## src/rtl/led_pkg.sv

```systemverilog
// led_fader shared types and defaults.
// Imported by the fader top, its channel slice and its interface.
package led_pkg;

   localparam int NLEDS_DEFAULT     = 7;
   localparam int BW_DEFAULT        = 4;
   localparam int DECAY_DIV_DEFAULT = 2 ** 18;

   typedef logic [BW_DEFAULT-1:0] bright_t;

   // Width of a counter that runs 0..div-1; never zero.
   function automatic int cnt_width(input int div);
      return (div > 1) ? $clog2(div) : 1;
   endfunction

endpackage

```

## src/rtl/led_fade_channel.sv

```systemverilog
// One LED afterglow slice: brightness register plus PWM compare.
// Loading full brightness wins over a decay tick in the same cycle.
module led_fade_channel
   import led_pkg::*;
#(
   parameter int BW = BW_DEFAULT
) (
   input  logic          i_clk,
   input  logic          i_reset,
   input  logic          i_led_bit,
   input  logic          i_tick,
   input  logic [BW-1:0] i_pwm_cnt,
   output logic          o_led_bit,
   output logic          o_nonzero
);

   localparam logic [BW-1:0] MAX = '1;

   logic [BW-1:0] bright;

   always_ff @(posedge i_clk) begin
      if (i_reset) begin
         bright    <= '0;
         o_led_bit <= 1'b0;
      end else begin
         if (i_led_bit)
            bright <= MAX;
         else if (i_tick && bright != '0)
            bright <= bright - BW'(1);
         o_led_bit <= bright > i_pwm_cnt;
      end
   end

   assign o_nonzero = |bright;

endmodule

```

## src/rtl/led_fader.sv

```systemverilog
// Afterglow stage behind the LED walker: per-LED linear fade driven
// by a shared PWM counter and a shared decay-tick divider.
module led_fader
   import led_pkg::*;
#(
   parameter int NLEDS     = NLEDS_DEFAULT,
   parameter int BW        = BW_DEFAULT,
   parameter int DECAY_DIV = DECAY_DIV_DEFAULT
) (
   input  logic             i_clk,
   input  logic             i_reset,
   input  logic [NLEDS-1:0] i_led,
   output logic [NLEDS-1:0] o_led,
   output logic             o_active
);

   localparam int DCW = cnt_width(DECAY_DIV);
   localparam logic [DCW-1:0] DLAST = DCW'(DECAY_DIV - 1);

   logic [BW-1:0]    pwm_cnt;
   logic [DCW-1:0]   decay_cnt;
   logic             tick;
   logic [NLEDS-1:0] nonzero;

   assign tick = (decay_cnt == DLAST);

   // pwm_cnt wraps naturally at 2^BW
   always_ff @(posedge i_clk) begin
      if (i_reset) begin
         pwm_cnt   <= '0;
         decay_cnt <= '0;
         o_active  <= 1'b0;
      end else begin
         pwm_cnt   <= pwm_cnt + BW'(1);
         decay_cnt <= tick ? '0 : decay_cnt + DCW'(1);
         o_active  <= |nonzero;
      end
   end

   for (genvar k = 0; k < NLEDS; k++) begin : g_ch
      led_fade_channel #(
         .BW(BW)
      ) u_ch (
         .i_clk     (i_clk),
         .i_reset   (i_reset),
         .i_led_bit (i_led[k]),
         .i_tick    (tick),
         .i_pwm_cnt (pwm_cnt),
         .o_led_bit (o_led[k]),
         .o_nonzero (nonzero[k])
      );
   end

endmodule

```

## config.mk

```make
export PLATFORM = sky130hd
export DESIGN_NAME = led_fader
export DESIGN_NICKNAME = d
export VERILOG_FILES = /design/src/rtl/led_pkg.sv /design/src/rtl/led_fade_channel.sv /design/src/rtl/led_fader.sv
export SDC_FILE = /design/constraint.sdc
export NUM_CORES = 1
export LEC_CHECK = 0
export BUFFER_PORTS_ARGS = -buffer_cell sky130_fd_sc_hd__buf_2
export CAP_MARGIN = 20
export CORE_ASPECT_RATIO = 0.5
export CORE_UTILIZATION = 60
export CTS_CLUSTER_DIAMETER = 30
export DETAILED_ROUTE_END_ITERATION = 6
export HOLD_SLACK_MARGIN = 0.06
export PLACE_DENSITY_LB_ADDON = 0.12
export SLEW_MARGIN = 15
export SYNTH_ARGS = -nofsm -noshare
export SYNTH_HDL_FRONTEND = slang
export SYNTH_SLANG_ARGS = --single-unit
export TNS_END_PERCENT = 10
```

## constraint.sdc

```tcl
create_clock -name i_clk -period 3.25 [get_ports i_clk]
set_clock_uncertainty 0.1 [all_clocks]
set_input_delay 0.325 -clock i_clk [delete_from_list [all_inputs] [get_ports i_clk]]
set_output_delay 0.325 -clock i_clk [all_outputs]
set_load 0.005 [all_outputs]
```

# Yosys cells after proc, flatten, opt, wreduce, memory -nomap -nowiden
# Cells that the tools add are included.
[totals]
wordCells = 71
out_inout_bits = 8
input_bits = 9
reg_bits = 58
[op_classes]
mux = 14
n_reduce_logical = 23
magnitude_cmp = 7
add_sub_neg = 9
n_eq_ne = 1
[ops]
columns = ["operator", "n"]
rows = [
  ["4-bit 2-to-1 mux", 14],
  ["4-bit greater-than comparator", 7],
  ["4-bit nonzero test", 7],
  ["28-bit OR reduction", 1],
  ["4-bit by 1-bit subtractor with 4-bit output (second input constant)", 7],
  ["18-bit by 1-bit adder with 18-bit output (second input constant)", 1],
  ["18-bit == test (second input constant)", 1],
  ["2-bit nonzero test", 7],
  ["1-bit logical AND", 7],
  ["4-bit by 1-bit adder with 4-bit output (second input constant)", 1],
  ["2-bit OR reduction", 1],
]

# Longest topological paths before layout
# Gate-level depths: netlist of run 1.
[logic_depth]
ltp_word = 4
mapped_depth = 7
ltp_nobuf = 6

# Cells and area by module
# Synthesis of run 1 repeated with hierarchy kept, for this count alone.
[hier_totals]
hier_cells = 366
hier_area_um2 = 3214.3
[modules_own_cells]
columns = ["module", "n_inst", "cells_each", "area_per_inst_um2", "seq_area_each_um2"]
rows = [
  ["led_fade_channel", 7, 37, 321.6, 100.1],
  ["led_fader", 1, 107, 963.4, 460.4],
]

# Worst setup path after synthesis of run 1
# Ideal clock, no wire load.
[synth_path]
path_type = "register to register"
start = "reg decay_cnt[0]"
end = "reg g_ch[1].u_ch.bright[2]"
required_time_ns = 3.076
synth_period_minus_slack_ns = 2.064
path_stages_with_launch = 7
t_arrival_ns = 1.890
path_buffers = 1
setup_ns = 0.074
path_slack_ns = 1.186
cell_sequence = "dfxtp_1 ha_1 nand4_4 or3_4 buf_6 or4_1 a31oi_1"
[synth_between]
elab_chain_cells = 3
[synth_rtl]
columns = ["element", "line_no", "rtl"]
rows = [
  ["from (decl)", "led_fader.sv:21", "logic [DCW-1:0] decay_cnt;"],
  ["from (signal assigned)", "led_fader.sv:35", "decay_cnt <= tick ? '0 : decay_cnt + DCW'(1);"],
  ["18-bit == test", "led_fader.sv:25", "assign tick = (decay_cnt == DLAST);"],
  ["1-bit logical AND", "led_fade_channel.sv:28", "else if (i_tick && bright != '0)"],
  ["2-bit nonzero test (no line)", "--", ""],
  ["to (signal assigned)", "led_fade_channel.sv:29", "bright <= bright - BW'(1);"],
  ["to (decl)", "led_fade_channel.sv:19", "logic [BW-1:0] bright;"],
]
# No other way between the ends.
# A chain may end at the register's enable or synchronous reset.

# Worst setup path after layout of run 1
[layout_path]
start = "reg decay_cnt[10]"
end = "reg g_ch[5].u_ch.bright[2]"
[layout_between]
elab_chain_cells = 3
[layout_rtl]
columns = ["element", "line_no"]
rows = [
  ["18-bit == test", "led_fader.sv:25"],
  ["1-bit logical AND", "led_fade_channel.sv:28"],
  ["2-bit nonzero test (no line)", "--"],
  ["to (signal assigned)", "led_fade_channel.sv:29"],
  ["to (decl)", "led_fade_channel.sv:19"],
]
# No other way between the ends.

==> results of run 1 <==
logic make-up after synthesis:
kind of cell	share of synthesized area [%]
compound gates	18.9
xor+xnor	3.59
fa+ha+maj	13.6
buf+inv	8.25
flops	34.0
simple gates	21.7
layout make-up:
| type | instances | area, µm² | area share (%) |
|---|---|---|---|
| Clock inverter | 1 | 5.00 | 0.132 |
| Timing Repair Buffer | 19 | 103 | 2.71 |
| Multi-Input combinational cell | 266 | 1970 | 52.1 |
| Inverter | 42 | 158 | 4.17 |
| Sequential cell | 58 | 1160 | 30.7 |
| Tap cell | 70 | 87.6 | 2.32 |
| Clock buffer | 15 | 298 | 7.87 |
stage by stage:
step                util [%]  total power (W)  setup WS [ns]
floorplan                  -         0.000999           1.19
global placement        66.9          0.00104           1.11
detailed placement      66.9          0.00106          0.992
CTS                     72.7          0.00200           1.01
global route            72.7          0.00208          0.821
finish                  72.7          0.00199          0.990
flip-flops by register name (all words and copies together) (netlist names):
signal,cells
pwm_cnt,4
o_active,1
decay_cnt,18
g_ch.u_ch.o_led_bit,7
g_ch.u_ch.bright,28
metal layers:
metal / vias up / share of wire (%) / global-route usage (%)
met1: 1438 / 44 / 33.4
met2: 109 / 47 / 45.6
li1: 1467 / - / -
met3: 16 / 7.9 / 11.7
met4: 0 / 1.3 / 10.8
met5: - / 0 / 0
worst paths after layout:
path	startpoint	end	slack, ns	cells past startpoint
worst max-delay path	decay_cnt[10]	g_ch[5].u_ch.bright[2]	0.99	4
worst min-delay path	i_led[5]	g_ch[5].u_ch.bright[0]	0.23	3
worst max register to register	decay_cnt[10]	g_ch[5].u_ch.bright[2]	0.99	4
worst min register to register	decay_cnt[0]	decay_cnt[0]	0.37	1
cells in the final DEF (no fill, tap or decap), types with 2 or more instances in the layout:
cell type	n
inv_1	42
clkbuf_16	9
a41o_1	4
a41oi_1	4
dfxtp_1	58
nand4_1	10
or4_1	12
o31ai_1	15
a211oi_1	2
nor3b_1	7
xnor2_1	13
nand2_1	13
nand3_1	11
and3_1	3
a311oi_1	20
and4_1	3
nor3_1	11
a21oi_1	11
buf_4	3
nor2_1	23
o22ai_1	3
ha_1	37
nand4_4	2
buf_2	16
nor2b_1	10
clkbuf_8	5
or3_1	7
o21ai_0	8
or3b_2	2
nor4_1	8
o21a_1	7
a31oi_1	15
where the power goes:
| group | switching [W] | total (W) | internal [W] |
|---|---|---|---|
| registers | 0.0000428 | 0.000799 | 0.000757 |
| clock network | 0.000316 | 0.000934 | 0.000618 |
| logic | 0.000138 | 0.000253 | 0.000116 |
critical path: stages (launching register included):
cell	delay [ns]
dfxtp_1	0.40
and4_1	0.30
nand2_1	0.53
or4_1	0.67
a31oi_1	0.18
==> summary.txt, run 1 <==
Run status
  – Status: finished, final reports clean

Clock network
  – Clock transition at path regs: around 0.05 ns
  – Max Root-Sink Buffers: 2
  – Postcts setup bufs: 0
  – CTS resizes: 0
  – TritonCTS buffer count: 9
  – Hold-fix buffers, CTS: 0
  – Htree depth: 3
  – CTS tree: built
  – CTS Sinks: 58
  – Clock Root Buffer: clkbuf_16
  – Clock Latency Late Sink: 0.33 ns

Timing
  – Final Hold Viols: 0
  – RSZ-0062 raised after global routing: false
  – Final period utilization: 69.6%
  – Hold slack: 0.230 ns
  – Finish-stage setup viols: 0
  – Maximum clock rate: ~0.44 GHz
  – Pins over their slew limit: 0
  – Relative slew slack: 39.9%
  – TNS Setup: 0 ns
  – Clock period minus worst slack: 2.26 ns
  – Worst slew pin tran: 0.899 ns

Global route
  – Initial antenna violation count: 0
  – Vias in the first global route: 2999
  – First-pass GRT wire length: 13100 µm
  – Largest net degree at the start of global routing: 44
  – GRT Total Usage: 28.2%
  – Total gr overflow: 0

Synthesis
  – Count leader, synth: dfxtp_1
  – Synth cell types: 36
  – Ranking of synthesized cells by instance count: 58 x dfxtp_1, 42 x inv_1, 37 x ha_1
  – Post-synth ARST share: 0%
  – Seq/Total Area, Yosys: about a third
  – Avg Cell Area, Syn: 8.75 µm²
  – Syn nets: 436
  – Synth Cell Area: 3410 µm²
  – Post-synthesis cell count: 390
  – Synth top area share: 34.0%
  – Number of synthesized register bits: 58
  – Post-synth EDFFs: 0
  – Syn. warnings: 0
  – Yosys top cell by area: dfxtp_1
  – Primary FF master, synth: dfxtp_1
  – Synth area leaders: dfxtp_1 34%, ha_1 14%, a311oi_1 5.1%, inv_1 4.6%, xnor2_1 3.3%

Floorplan
  – Initial Util: 65.6%
  – Num rows: 18
  – Io pins: 17
  – Die Y: 55.3 µm
  – Die X: 109 µm
  – DIE AREA: 6010 µm²
  – Core Area: 5200 µm²

Critical path
  – CP max FO: 30
  – Critical path class: register to register
  – CP required: between 3 and 4 ns
  – CP startpoint kind: register
  – Worst Setup End Kind: register
  – CP arrival: 2.41 ns

Detailed routing
  – Via-to-Cell Ratio: between 6 and 7
  – Via count: 3030
  – Residual DRC count: 0
  – DRT iter0 DRCs: 180
  – TritonRoute pass-1 iters: 5
  – Avg WL per Cell: ~16 µm
  – Final WL: 7640 µm
  – DRT antenna net count: 0

Place
  – I/O Buffers: 16
  – Placed Area: around 3500 µm²
  – Inst Count DP: between 400 and 500
  – Final RePlAce weighted congestion: 0.829
  – Post-DP HPWL: 5120 µm

Power
  – Leak pwr: 1.49 nW
  – Worst VDD drop: 0.463 mV
  – Cell Pwr Density: 525 nW/µm²

Run
  – Max-cap violations: 0

Final layout
  – Final nets: 442
  – # diodes: 0
  – Share of post-route cells with drive strength above 1: ~10%
  – FILL cells: approximately 400
  – Final cell count without fillers: 471
  – Area growth syn-to-layout: 10.8%
  – Design Area, Final: between 3000 and 4000 µm²

Min path
  – Worst hold path class: primary input to register
No activity file was read; power rests on OpenSTA's default activity.
==> run 2, diff against run 1 <==
- CORE_UTILIZATION: 60 -> 55
- clock period: 3.25 -> 2 ns (I/O delays scaled with it)
==> run 2 against run 1 <==
  * Critical path depth up 1
  * Sequential cell count unchanged
  * Setup slack worse by 0.95 ns
  * Combinational power up 77%
  * Final cell count up 7.0%
  * Fmax up 15%
  * Sequential share of layout area down 1.2 points
  * Critical endpoint is now g_ch[2].u_ch.bright[2]
  * Largest cell class unchanged
  * Largest power group unchanged
==> summary.txt, run 2 (synthesized netlist as in run 1, its figures left out) <==
Clock network
  – Clock Root Buffer: clkbuf_16
  – Clock Latency Late Sink: roughly 0.32 ns
  – CTS tree: built
  – TritonCTS buffer count: 9
  – Clock transition at path regs: roughly 0.050 ns
  – Htree depth: 3
  – Hold-fix buffers, CTS: 0
  – Max Root-Sink Buffers: 2
  – CTS Sinks: 58

Final layout
  – Most flops, register: g_ch.u_ch.bright
  – Commonest non-fill, non-tap cell in the layout: dfxtp_1
  – Share of post-route cells with drive strength above 1: between 10% and 20%
  – Final nets: 461
  – Most frequent cells in the layout: 56 x dfxtp_1, 42 x inv_1, 35 x ha_1
  – FILL cells: 452
  – Area growth syn-to-layout: 15.9%
  – Top flop regs: g_ch.u_ch.bright: 28 flops, decay_cnt: 18 flops, g_ch.u_ch.o_led_bit: 7 flops
  – # diodes: 0
  – Max reg flops: 28
  – Fin util: 69.1%

Min path
  – Worst hold path class: primary input to register
  – WHS Path Cells: 3
  – Hold Startpoint: i_led[0]
  – Hold Path Sink: g_ch[0].u_ch.bright[3]

Timing
  – Relative slew slack: 67.9%
  – Finish-stage setup viols: 0
  – Pins over their slew limit: 0
  – Setup WS post-layout: 0.0392 ns
  – Final period utilization: 98.0%
  – Hold slack: 0.118 ns
  – Worst slew pin tran: approximately 0.48 ns
  – Clock period minus worst slack: 1.96 ns
  – RSZ-0062 raised after global routing: true
  – Maximum clock rate: 0.510 GHz
  – Final Hold Viols: 0

Global route
  – GRT Total Usage: 27.8%
  – Initial antenna violation count: 0
  – Total gr overflow: 0
  – Vias in the first global route: between 3k and 4k
  – First-pass GRT wire length: roughly 14000 µm
  – Largest net degree at the start of global routing: 31

Floorplan
  – Initial Util: 59.6%
  – Die Y: 57.7 µm
  – Num rows: 19
  – Core Area: 5730 µm²
  – Io pins: 17
  – DIE AREA: 6540 µm²
  – Die X: roughly 110 µm

Detailed routing
  – DRT iter0 DRCs: between 200 and 250
  – Via count: approximately 3.1k
  – DRT antenna net count: 0
  – Via-to-Cell Ratio: around 6.2
  – Residual DRC count: 0
  – Final WL: roughly 8300 µm
  – Avg WL per Cell: 16.4 µm
  – TritonRoute pass-1 iters: 5

Power
  – Cell Pwr Density: 788 nW/µm²
  – Leak pwr: 1.56 nW
  – Worst VDD drop: 0.622 mV
  – Overall power: 0.00312 W

Critical path
  – CP max FO: 6
  – CP arrival: ~2.1 ns
  – RR Startpoint: decay_cnt[1]
  – CP startpoint kind: register
  – Worst Setup End Kind: register
  – CP required: 2.15 ns
  – R2R setup slack: 0.04 ns
  – R2R Path End: g_ch[2].u_ch.bright[2]
  – Critical path class: register to register
  – Worst r2r path cells: 5

Run status
  – Status: finished, final reports clean

Run
  – Max-cap violations: 0

Place
  – Final RePlAce weighted congestion: 0.844
  – I/O Buffers: 16
  – Post-DP HPWL: 5620 µm
  – DP Worst Slack: -0.0204 ns
run 2: timing repair:
item | 4_1_cts | 5_1_grt
pin swaps | 3 | 6
setup buffers | 0 | 0
gates resized for setup | 2 | 2
cloned | 2 | 0
endpoints found under the setup margin | 4 | 10
run 2: stage by stage:
step / instances / area, µm² / TNS [ns]
after floorplan: 390 / 3430 / 0
final: 504 / 3960 / 0
after detailed placement: 486 / 3660 / -0.0402
after global placement: 486 / 3660 / 0
after global routing: 504 / 3960 / -0.162
after CTS: 504 / 3950 / 0
run 2: worst max-delay path by stage:
stage                                start                      to  slack (ns)  cells past startpoint
floorplan                     decay_cnt[1]  g_ch[1].u_ch.bright[2]        0.04                      6
global placement              decay_cnt[1]  g_ch[1].u_ch.bright[2]        0.05                      5
CTS                           decay_cnt[1]  g_ch[6].u_ch.bright[3]        0.02                      5
global route        g_ch[0].u_ch.bright[1]  g_ch[0].u_ch.bright[3]       -0.04                      6
detailed placement            decay_cnt[1]  g_ch[2].u_ch.bright[2]       -0.02                      5
finish                        decay_cnt[1]  g_ch[2].u_ch.bright[2]        0.04                      5
run 2: layout make-up:
class | instances | area (µm²) | area share [%]
Clock inverter | 3 | 15.0 | 0.379
Tap cell | 84 | 105 | 2.66
Clock buffer | 13 | 250 | 6.32
Multi-Input combinational cell | 268 | 2010 | 50.7
Timing Repair Buffer | 36 | 255 | 6.45
Sequential cell | 58 | 1170 | 29.5
Inverter | 42 | 158 | 3.98
run 2: report_power, final:
group	switching (W)	internal, W	leakage [nW]
Sequential	0.0000672	0.00123	0.481
Clock	0.000512	0.000865	0.133
Combinational	0.000236	0.000211	0.951
run 2: critical path: stages (launching register included):
cell     delay (ns)
dfxtp_2        0.36
ha_4           0.16
nand4_4        0.13
or3_4          0.44
or4_1          0.54
a31oi_1        0.16
run 2: metal layers:
metal	share of wire [%]	global-route usage, %
met1	44	32.9
met2	48	47.3
met3	6.6	9.21
met4	1.6	11.3
met5	0	0
==> run 3, diff against run 2 <==
- MAX_ROUTING_LAYER: unset -> met4
==> run 3 against run 2 <==
  * Via count shrank 1.1%
  * Sequential power about the same
  * Power is 0.19% lower
  * Largest cell class unchanged
  * Die area stayed put
  * Design area unchanged
  * Fmax is essentially flat
  * Global-route usage increased by 0.85 points
  * Register-to-register slack barely moved
  * Non-clock buffer count is the same
  * Critical path depth unchanged
  * Hold slack got worse by 0.00070 ns
==> summary.txt, run 3 (synthesized netlist as in run 1, its figures left out) <==
Floorplan
  – Num rows: 19
  – Die X: ~110 µm
  – Die Y: around 58 µm
  – DIE AREA: 6540 µm²
  – Io pins: 17
  – Initial Util: 59.6%
  – Core Area: 5730 µm²

Global route
  – GRT Total Usage: between 20% and 30%
  – Vias in the first global route: 3061
  – Total gr overflow: 0
  – Largest net degree at the start of global routing: 31
  – First-pass GRT wire length: 13800 µm
  – Initial antenna violation count: 0

Detailed routing
  – DRT antenna net count: 0
  – Via-to-Cell Ratio: 6.14
  – TritonRoute pass-1 iters: 5
  – Final WL: 8300 µm
  – DRT iter0 DRCs: roughly 230
  – Avg WL per Cell: approximately 16 µm
  – Via count: ~3.1k
  – Residual DRC count: 0

Power
  – Sequential share of power: 41.7%
  – Clock share of power: a little over two fifths
  – Overall power: 0.00311 W
  – Net switching power: 0.000809 W
  – Switching share of power: 26.0%
  – Worst VDD drop: ~0.62 mV
  – Cell Pwr Density: 787 nW/µm²
  – Comb pwr share: 14.3%
  – Cell internal pwr: 0.00231 W
  – Leak pwr: 1.56 nW

Clock network
  – Clock Root Buffer: clkbuf_16
  – TritonCTS buffer count: 9
  – CTS Sinks: 58
  – Clock transition at path regs: about 0.050 ns
  – Postcts setup bufs: 0
  – Clock Latency Late Sink: 0.32 ns
  – Max Root-Sink Buffers: 2
  – CTS tree: built
  – Htree depth: 3
  – Hold-fix buffers, CTS: 0

Critical path
  – Worst Setup End Kind: register
  – CP required: 2.14 ns
  – Critical path class: register to register
  – CP max FO: 6
  – CP arrival: ~2.1 ns
  – CP startpoint kind: register
  – R2R setup slack: 0.04 ns

Final layout
  – # diodes: 0
  – Final nets: 461
  – Max reg flops: 28
  – Share of post-route cells with drive strength above 1: 14.8%
  – Most flops, register: g_ch.u_ch.bright
  – Top flop regs: g_ch.u_ch.bright: 28 flops, decay_cnt: 18 flops, g_ch.u_ch.o_led_bit: 7 flops
  – Commonest non-fill, non-tap cell in the layout: dfxtp_1
  – Fin util: 69.1%
  – Most frequent cells in the layout: 56 x dfxtp_1, 42 x inv_1, 35 x ha_1
  – Area growth syn-to-layout: 15.9%

Min path
  – Worst hold path class: primary input to register

Place
  – Post-DP HPWL: 5620 µm
  – Final RePlAce weighted congestion: between 0.8 and 0.9
  – I/O Buffers: 16

Run status
  – Status: finished, final reports clean

Timing
  – Relative slew slack: 67.6%
  – Hold slack: 0.117 ns
  – RSZ-0062 raised after global routing: true
  – Worst slew pin tran: 0.487 ns
  – Final Hold Viols: 0
  – Maximum clock rate: a little over 0.5 GHz
  – Pins over their slew limit: 0
  – Finish-stage setup viols: 0
  – Clock period minus worst slack: roughly 2.0 ns
  – Final period utilization: between 90% and 100%

Run
  – Max-cap violations: 0
run 3: cell counts in the layout (fill, tap and decap cells not counted):
No cell type changed its count.
run 3: worst max-delay path, cell delays in order, from the launching register on:
cell and delay (ns):
dfxtp_2 0.36, ha_4 0.16, nand4_4 0.13, or3_4 0.44, or4_1 0.53, a31oi_1 0.15
run 3: worst paths after layout:
kind           startpoint                     end  depth (start not counted)
max          decay_cnt[1]  g_ch[3].u_ch.bright[2]                          5
min              i_led[0]  g_ch[0].u_ch.bright[3]                          3
max reg2reg  decay_cnt[1]  g_ch[3].u_ch.bright[2]                          5
min reg2reg  decay_cnt[0]            decay_cnt[0]                          1
run 3: power groups by stage:
stage,clock (W),sequential (W),combinational (W)
after floorplan,0,0.00130,0.000325
after global placement,0,0.00132,0.000407
after detailed placement,0,0.00132,0.000437
after CTS,0.00140,0.00130,0.000444
after global routing,0.00147,0.00131,0.000505
final,0.00137,0.00130,0.000446
run 3: repair_timing:
item,4_1_cts,5_1_grt
resized for setup,2,2
pin swaps,3,6
endpoints found under the hold margin,0,0
cloned,2,0
endpoints found under the setup margin,4,10
run 3: cell type report:
| type | count | area (µm²) |
|---|---|---|
| Timing Repair Buffer | 36 | 255 |
| Clock buffer | 13 | 250 |
| Multi-Input combinational cell | 268 | 2010 |
| Tap cell | 84 | 105 |
| Fill cell | 452 | 1770 |
| Clock inverter | 3 | 15.0 |
| Inverter | 42 | 158 |
| Sequential cell | 58 | 1170 |
run 3: per-stage QoR:
| step | setup slack [ns] | TNS, ns | cell area (µm²) | instances |
|---|---|---|---|---|
| 6_report | 0.0395 | 0 | 3960 | 504 |
| 5_1_grt | -0.0450 | -0.162 | 3960 | 504 |
| 4_1_cts | 0.0154 | 0 | 3950 | 504 |
| 3_5_place_dp | -0.0204 | -0.0402 | 3660 | 486 |
| 3_3_place_gp | 0.0496 | 0 | 3660 | 486 |
| 2_1_floorplan | 0.0410 | 0 | 3430 | 390 |
run 3: routing by layer:
layer	part of all wire, %	track usage [%]	vias up
met5	0	-	-
met4	1.2	11.3	0
met3	6.6	9.21	11
met2	48	47.5	95
met1	44	32.7	1480
li1	-	-	1511
